**src/rtl/dbi_capture_queue.sv**
```systemverilog
// Show-ahead capture queue for bus read data in the clkdbi domain.
// Byte-lane extraction and sign/zero extension are applied as each word is captured.
module dbi_capture_queue #(
  parameter int DW        = 16,
  parameter int DEPTH     = 4,
  parameter int CW        = 3,
  parameter int OVERWRITE = 0
) (
  input  logic          clkdbi,
  input  logic          reset_n,
  input  logic          cedbi,
  input  logic [DW-1:0] dbi,
  input  logic          push,
  input  logic          byte_op,
  input  logic          odd,
  input  logic          sext,
  input  logic          pop,
  input  logic          flush,
  output logic [DW-1:0] dout,
  output logic          empty,
  output logic          full,
  output logic [CW-1:0] count,
  output logic          overflow
);

  // Pointers keep at least one bit; for DEPTH=1 they are held at zero.
  localparam int PW = (DEPTH > 1) ? $clog2(DEPTH) : 1;
  localparam int MD = 1 << PW;
  localparam logic [CW-1:0] DEPTH_C = CW'(DEPTH);

  logic [DW-1:0] mem_r [MD];
  logic [PW-1:0] rptr_r;
  logic [PW-1:0] wptr_r;
  logic [CW-1:0] count_r;
  logic          overflow_r;

  logic [7:0]    hi_lane_s;
  logic [7:0]    lane_s;
  logic [DW-1:0] fmt_s;
  logic          empty_s;
  logic          full_s;
  logic          pop_eff_s;
  logic          push_ok_s;
  logic          push_ovw_s;
  logic          push_drop_s;

  function automatic logic [PW-1:0] ptr_inc(input logic [PW-1:0] p);
    if (DEPTH == 1) begin
      return {PW{1'b0}};
    end else begin
      return p + PW'(1'b1);
    end
  endfunction

  function automatic logic [PW-1:0] ptr_dec(input logic [PW-1:0] p);
    if (DEPTH == 1) begin
      return {PW{1'b0}};
    end else begin
      return p - PW'(1'b1);
    end
  endfunction

  // A narrow 8-bit bus has no high lane; odd then selects the only byte.
  generate
    if (DW >= 16) begin : g_hi_lane
      assign hi_lane_s = dbi[15:8];
    end else begin : g_lo_only
      assign hi_lane_s = dbi[7:0];
    end
  endgenerate

  // Capture format: whole word, or one byte lane extended to DW bits.
  always_comb begin
    lane_s = odd ? hi_lane_s : dbi[7:0];
    if (byte_op) begin
      fmt_s      = {DW{sext & lane_s[7]}};
      fmt_s[7:0] = lane_s;
    end else begin
      fmt_s = dbi;
    end
  end

  // Push/pop qualification; a simultaneous pop frees the slot for a push into a full queue.
  always_comb begin
    empty_s     = (count_r == {CW{1'b0}});
    full_s      = (count_r == DEPTH_C);
    pop_eff_s   = pop & ~empty_s;
    push_ok_s   = push & (~full_s | pop_eff_s);
    push_ovw_s  = push & full_s & ~pop_eff_s & (OVERWRITE != 0);
    push_drop_s = push & full_s & ~pop_eff_s & (OVERWRITE == 0);
  end

  // Pointer, occupancy and sticky overflow state; flush wins over push and pop.
  always_ff @(posedge clkdbi or negedge reset_n) begin
    if (!reset_n) begin
      rptr_r     <= {PW{1'b0}};
      wptr_r     <= {PW{1'b0}};
      count_r    <= {CW{1'b0}};
      overflow_r <= 1'b0;
    end else if (cedbi) begin
      if (flush) begin
        rptr_r     <= {PW{1'b0}};
        wptr_r     <= {PW{1'b0}};
        count_r    <= {CW{1'b0}};
        overflow_r <= 1'b0;
      end else begin
        if (pop_eff_s) rptr_r <= ptr_inc(rptr_r);
        if (push_ok_s) wptr_r <= ptr_inc(wptr_r);
        if (push_ok_s & ~pop_eff_s) begin
          count_r <= count_r + CW'(1'b1);
        end else if (pop_eff_s & ~push_ok_s) begin
          count_r <= count_r - CW'(1'b1);
        end
        if (push_drop_s) overflow_r <= 1'b1;
      end
    end
  end

  // Storage needs no reset: dout is gated by empty.
  always_ff @(posedge clkdbi) begin
    if (cedbi & ~flush) begin
      if (push_ok_s) begin
        mem_r[wptr_r] <= fmt_s;
      end else if (push_ovw_s) begin
        mem_r[ptr_dec(wptr_r)] <= fmt_s;
      end
    end
  end

  assign dout     = empty_s ? {DW{1'b0}} : mem_r[rptr_r];
  assign empty    = empty_s;
  assign full     = full_s;
  assign count    = count_r;
  assign overflow = overflow_r;

endmodule

```
**config.mk**
```make
export PLATFORM = sky130hd
export DESIGN_NAME = dbi_capture_queue
export DESIGN_NICKNAME = d
export VERILOG_FILES = /design/src/rtl/dbi_capture_queue.sv
export SDC_FILE = /design/constraint.sdc
export NUM_CORES = 1
export LEC_CHECK = 0
export CAP_MARGIN = 10
export CORE_MARGIN = 4
export CORE_UTILIZATION = 37
export DETAILED_ROUTE_END_ITERATION = 12
export DONT_BUFFER_PORTS = 1
export MAX_ROUTING_LAYER = met4
export SETUP_SLACK_MARGIN = 0.02
export SLEW_MARGIN = 40
export SYNTH_ARGS = -nofsm -noshare
export SYNTH_HDL_FRONTEND = slang
export SYNTH_SLANG_ARGS = --single-unit
```
**constraint.sdc**
```tcl
create_clock -name clkdbi -period 2.5 [get_ports clkdbi]
set_input_delay 0.625 -clock clkdbi [delete_from_list [all_inputs] [get_ports clkdbi]]
set_output_delay 0.625 -clock clkdbi [all_outputs]
set_load 0.03 [all_outputs]
```
Word level (Yosys, flattened, before mapping)
Memories as Yosys holds them, arrays and structs flattened. Index checks and enable logic that the tools add are counted.

Register bits after elaboration: 8. RAM bits: 64. Bits of input ports: 25. Memories kept: 1.

Add/subtract/negate cells: 4. Equal/unequal tests: 1. Multiplexer cells: 15. Bitwise gates (word level): 14. Reduce and logical (&&, ||, !) cells: 9.

Memories: mem_r (words 4, bits a word 16, rd ports 1, clocked after memory_dff 0, wr ports 1, line 31) `logic [DW-1:0] mem_r [MD];`.

Operators by type and width (count): two-way mux 16 bit (2); two-way mux 3 bit (3); bitwise AND 1 bit (8); two-way mux 2 bit (4); two-way mux 8 bit (1); AND reduction 2 bit (4); nonzero test 2 bit (3); two-way mux 1 bit (5); NOT 1 bit (5); adder 2 x 1 -> 2 bit (second input constant) (2); adder 3 x 1 -> 3 bit (second input constant) (1); == test 3 bit (second input constant) (1); logical NOT 3 bit (1); nonzero test 3 bit (1); subtractor 3 x 1 -> 3 bit (second input constant) (1); OR 1 bit (1).

Logic depth before layout (Yosys ltp)
Depth in word-level cells: 10. Gate-level depth with buffers: 9. Depth with buffers taken out: 8.

Worst setup path after synthesis
No wires, ideal clock.

Path kind: reg-to-reg. Start point: reg count_r[0] (netlist: count[0]). End point: reg count_r[2] (netlist: count[2]). Setup time: 69 ps. Data arrival time: 2406 ps. Required time: 2431 ps. Slack: 25 ps. Cell stages (with the launch flop): 10. Buffers on the path: 1. Period minus slack after synthesis: 2475 ps. Cell sequence: dfrtp_1 -> buf_6 -> nor2_1 -> and2_1 -> and3b_1 -> fa_1 -> nor3b_1 -> o22ai_1 -> a211o_1 -> nand3_1.

Elaborated cells between the ends (all ways): 18. Those cells by class: 2 x add/sub; 1 x eq/ne; 3 x mux; 9 x bitwise; 3 x reduce/logical.

RTL lines: from (decl) (line 34) `logic [CW-1:0] count_r;`; from (signal assigned) (line 98) `count_r <= {CW{1'b0}};`; from (signal assigned) (line 104) `count_r <= {CW{1'b0}};`; from (signal assigned) (line 110) `count_r <= count_r + CW'(1'b1);`; == test 3 bit (*) (line 86) `full_s = (count_r == DEPTH_C);`; net full (line 21) `output logic full,`; NOT 1 bit (*) (line 88) `push_ok_s = push & (~full_s | pop_eff_s);`; OR 1 bit (*) (line 88); bitwise AND 1 bit (*) (line 88); NOT 1 bit (line 111) `end else if (pop_eff_s & ~push_ok_s) begin`; bitwise AND 1 bit (line 111); nonzero test 3 bit (no line); AND reduction 2 bit (no line).

The timed path passes the listed nets; every way through them passes the cells marked *. The select of a mux whose other input is x is not followed. A chain may end at the register's enable or synchronous reset.

Worst setup path after layout
Start point: reg rptr_r[0]. End point: out dout[13].

Cells in the longest elaborated chain, start to end: 2.

RTL lines: from (decl) (line 32) `logic [PW-1:0] rptr_r;`; from (signal assigned) (line 96) `rptr_r <= {PW{1'b0}};`; from (signal assigned) (line 102) `rptr_r <= {PW{1'b0}};`; from (signal assigned) (line 107) `if (pop_eff_s) rptr_r <= ptr_inc(rptr_r);`; memory (4 x 16 bit); two-way mux 16 bit (line 130) `assign dout = empty_s ? {DW{1'b0}} : mem_r[rptr_r];`; to (decl) (line 19) `output logic [DW-1:0] dout,`.

Every way passes these cells.

==> summary.json <==
{
  "drt-pass1-iter-count": 4,
  "timing.critical_path.arrival_ns": 1.74,
  "crit_path_cell_trace": "buf_12 > mux4_2 > and2_1",
  "setup.worst_path.class": "reg -> out",
  "cp-end-kind": "output port",
  "clock-root-buffer": "sky130_fd_sc_hd__clkbuf_8",
  "global_route.overflow_total": 0,
  "r2r.worst_path.cells": 8,
  "count_of_pins_on_the_block_boundary": 47,
  "route.vias.total": 1731,
  "cp_max_fo": 15,
  "synth-warning-count": 0,
  "filler_cells_inserted": 764,
  "tritoncts.num_buffers": 9,
  "crit-reg2reg-capture": "count[2]$_DFFE_PN0P_",
  "timing.slew.headroom": 0.4677,
  "whs_endpoint": "overflow$_DFFE_PN0P_",
  "timing.final.setup_violations": 0,
  "hold_path.class": "in -> reg",
  "max_freq_ghz": 0.4235,
  "synth_enable_flop_cells": 64,
  "route.detailed.vias_per_inst": 5.261,
  "cts_tree": "built",
  "detail_route.wl_per_cell_um": 18.61,
  "floorplan.rows": 33,
  "crit_path_max_incr_delay_ns": 0.52,
  "nets": 249,
  "insertion_delay_of_the_later_clocked_pin_in_the_worst_skew_pair_ns": 0.33,
  "mean_instance_size_in_the_synthesized_netlist_um2": 15.43,
  "h-tree-depth": 3,
  "hold_viol_final": 0,
  "clk_path_buf_depth": 2,
  "synthDistinctLibCells": 38,
  "postSynth.topFlopCell": "sky130_fd_sc_hd__edfxtp_1",
  "post-route-drc-count": 0,
  "final_antenna_net_count": 0,
  "wire_length_of_the_first_global_routing_pass_mm": 9.991,
  "worst-slew-pin-transition_ns": 0.7985,
  "die_y_um": 101.6,
  "worst_hold_startpoint": "flush",
  "synthesis.instances": 210,
  "area_of_the_core_um2": 8382,
  "multi_input_area_um2": 992.2,
  "power.ir.vdd_worst_uv": 398.9,
  "via_count_of_the_first_global_routing_pass": 1871,
  "yosysSeqAreaShare": 0.6551,
  "fp.dieW_um": 101.6,
  "dpl-instance-area_um2": 3381,
  "synth.top_cells.by_area": "sky130_fd_sc_hd__edfxtp_1 59%, sky130_fd_sc_hd__mux4_2 11%, sky130_fd_sc_hd__dfrtp_1 6.2%",
  "p_leak_uw": 0.001273,
  "port_buffers": 0,
  "number_of_storage_elements_in_the_synthesis_netlist": 72,
  "finalWorstPathRequiredPeriod_ns": 2.361,
  "diodes_inserted": 0,
  "area.sequential_um2": 2123,
  "layout.cell_area.non_filler_um2": 3645,
  "finalSetupTns_ns": 0,
  "design.die.area_um2": 10320,
  "drc_marker_count_from_the_first_detailed_route_iteration": 71,
  "skew_ns": 0.01073,
  "ys_async_sr_fraction": 0.1111,
  "syn_area_um2": 3239,
  "cts.reportedPaths.clkPinSlew_ns": 0.08,
  "initial_utilization": 0.3865,
  "clkSinkCount": 72,
  "yosysTopAreaCellShare": 0.5933,
  "fraction_of_layout_instances_using_a_drive_strength_above_1": 0.2321,
  "gpl.final_weighted_congestion": 0.7264,
  "outcome": "complete, no violations",
  "grt_max_degree": 22,
  "max_cap_violations": 0,
  "layout_worst_path_cycle_share": 0.9445,
  "detailedPlacementHpwl_mm": 4.052,
  "finalMaxSlewViolations": 0,
  "grtUsageTotal": 0.1344,
  "netlist.top_cell.by_area": "sky130_fd_sc_hd__edfxtp_1",
  "worst_r2r_startpoint": "count[0]$_DFFE_PN0P_",
  "grt_antenna_before_repair": 0,
  "crit_slowest_cell": "sky130_fd_sc_hd__mux4_2",
  "reg2reg_slack_ns": 0.36,
  "power-per-cell-area_nw_per_um2": 1091,
  "total_detailed_routing_wirelength_mm": 6.123,
  "grt_setup_unrepaired": "no",
  "worst_ep_required_time_ns": 1.88,
  "flow.area_growth_from_synthesis_pct": 12.51,
  "nets_in_the_synthesized_netlist": 240,
  "timing.hold.worst_path_depth": 1,
  "timing.critical_path.from_type": "flop"
}
synthesized netlist by cell type, types with 2 or more instances:
cell,number
sky130_fd_sc_hd__a31oi_1,2
sky130_fd_sc_hd__and2_1,21
sky130_fd_sc_hd__and3b_1,2
sky130_fd_sc_hd__buf_2,7
sky130_fd_sc_hd__buf_6,2
sky130_fd_sc_hd__clkbuf_1,3
sky130_fd_sc_hd__dfrtp_1,8
sky130_fd_sc_hd__edfxtp_1,64
sky130_fd_sc_hd__ha_1,4
sky130_fd_sc_hd__inv_1,14
sky130_fd_sc_hd__mux4_2,16
sky130_fd_sc_hd__nand2_1,12
sky130_fd_sc_hd__nand3_1,4
sky130_fd_sc_hd__nand4b_1,2
sky130_fd_sc_hd__nor2_1,5
sky130_fd_sc_hd__o21ai_0,18
sky130_fd_sc_hd__o22ai_1,3
sky130_fd_sc_hd__o31ai_1,2
sky130_fd_sc_hd__xnor2_1,2
layer usage:
metal  vias to the layer above  wire length, µm  global-route usage
li1                        809                -                   -
met1                       879             2626              0.1673
met3                         4              260             0.02755
met5                         -                0                   -
met2                        39             3182              0.2193
met4                         0               55             0.04601
flip-flops by register name, indices dropped and copies added, names as in the netlist:
register,cells
mem_r,64
count,3
rptr_r,2
wptr_r,2
overflow,1
worst max path at each step:
stage / from / endpoint / slack, ns / cells after the start
after floorplan: count[0]$_DFFE_PN0P_ / count[2]$_DFFE_PN0P_ / 0.02 / 9
after global placement: pop / mem_r[2][6]$_DFFE_PP_ / 0.35 / 3
after detailed placement: pop / mem_r[0][6]$_DFFE_PP_ / 0.35 / 3
after CTS: rptr_r[0]$_DFFE_PN0P_ / dout[13] / 0.06 / 3
after global routing: rptr_r[0]$_DFFE_PN0P_ / dout[9] / 0.06 / 3
final: rptr_r[0]$_DFFE_PN0P_ / dout[13] / 0.14 / 3
report_power, final:
part	leakage (µW)	switching [µW]	internal (µW)
Sequential	0.000686	58.9	1420
Clock	0.000121	422	665
Combinational	0.000466	927	479
Total	0.00127	1410	2570
cell families (layout without fill, tap and decap cells):
logic type / Yosys count / in the layout / share of synthesized area
AO/OA/AOI/OAI: 34 / 34 / 0.06528
XOR/XNOR: 2 / 2 / 0.005408
adder cells (fa/ha/maj): 5 / 5 / 0.02163
buffers and inverters: 27 / 41 / 0.03978
flip-flops: 72 / 72 / 0.6551
multiplexers: 18 / 18 / 0.1178
AND/OR/NAND/NOR: 52 / 52 / 0.09502
through the flow:
step / util / total power [µW] / setup WS (ns) / hold WS [ns] / std cells
6_report: 0.4348 / 3976 / 0.1389 / 0.3754 / 329
5_1_grt: 0.4348 / 4207 / 0.05705 / 0.3531 / 329
4_1_cts: 0.4338 / 4018 / 0.05976 / 0.3593 / 328
3_5_place_dp: 0.4033 / 2924 / 0.3451 / 0.3298 / 311
3_3_place_gp: 0.4017 / 2916 / 0.3497 / 0.3297 / 310
2_1_floorplan: - / 2682 / 0.02497 / 0.3294 / 210
final cells by class:
cell class,count,share of cell area
Multi-Input combinational cell,111,0.2722
Inverter,14,0.01442
Clock inverter,7,0.03296
Clock buffer,9,0.03399
Tap cell,105,0.03605
Sequential cell,72,0.5826
Timing Repair Buffer,11,0.02781
cell usage in the layout, fill, tap and decap left out, types with 2 or more instances in the layout:
| cell | n |
|---|---|
| sky130_fd_sc_hd__a31oi_1 | 2 |
| sky130_fd_sc_hd__and2_1 | 18 |
| sky130_fd_sc_hd__and2_2 | 3 |
| sky130_fd_sc_hd__and3b_1 | 2 |
| sky130_fd_sc_hd__buf_4 | 8 |
| sky130_fd_sc_hd__bufinv_16 | 3 |
| sky130_fd_sc_hd__clkbuf_8 | 9 |
| sky130_fd_sc_hd__clkinv_4 | 3 |
| sky130_fd_sc_hd__dfrtp_1 | 7 |
| sky130_fd_sc_hd__edfxtp_1 | 64 |
| sky130_fd_sc_hd__ha_1 | 4 |
| sky130_fd_sc_hd__inv_1 | 14 |
| sky130_fd_sc_hd__mux4_2 | 16 |
| sky130_fd_sc_hd__nand2_1 | 12 |
| sky130_fd_sc_hd__nand3_1 | 4 |
| sky130_fd_sc_hd__nand4b_1 | 2 |
| sky130_fd_sc_hd__nor2_1 | 5 |
| sky130_fd_sc_hd__o21ai_0 | 18 |
| sky130_fd_sc_hd__o22ai_1 | 3 |
| sky130_fd_sc_hd__o31ai_1 | 2 |
| sky130_fd_sc_hd__xnor2_1 | 2 |
worst max-delay path, delay by kind of cell (launching register included):
family | cells | cell delay, ns
buf+inv | 1 | 0.19
flops | 1 | 0.41
mux | 1 | 0.52
simple gates | 1 | 0.28
what timing repair did:
item / in CTS / in global routing
pin swaps: 0 / 0
hold buffers: 1 / 0
hold endpoints to repair: 8 / 0
resized for setup: 1 / 1
setup endpoints to repair: 13 / 9
setup buffers: 0 / 1
No activity file was read; power rests on OpenSTA's default activity.
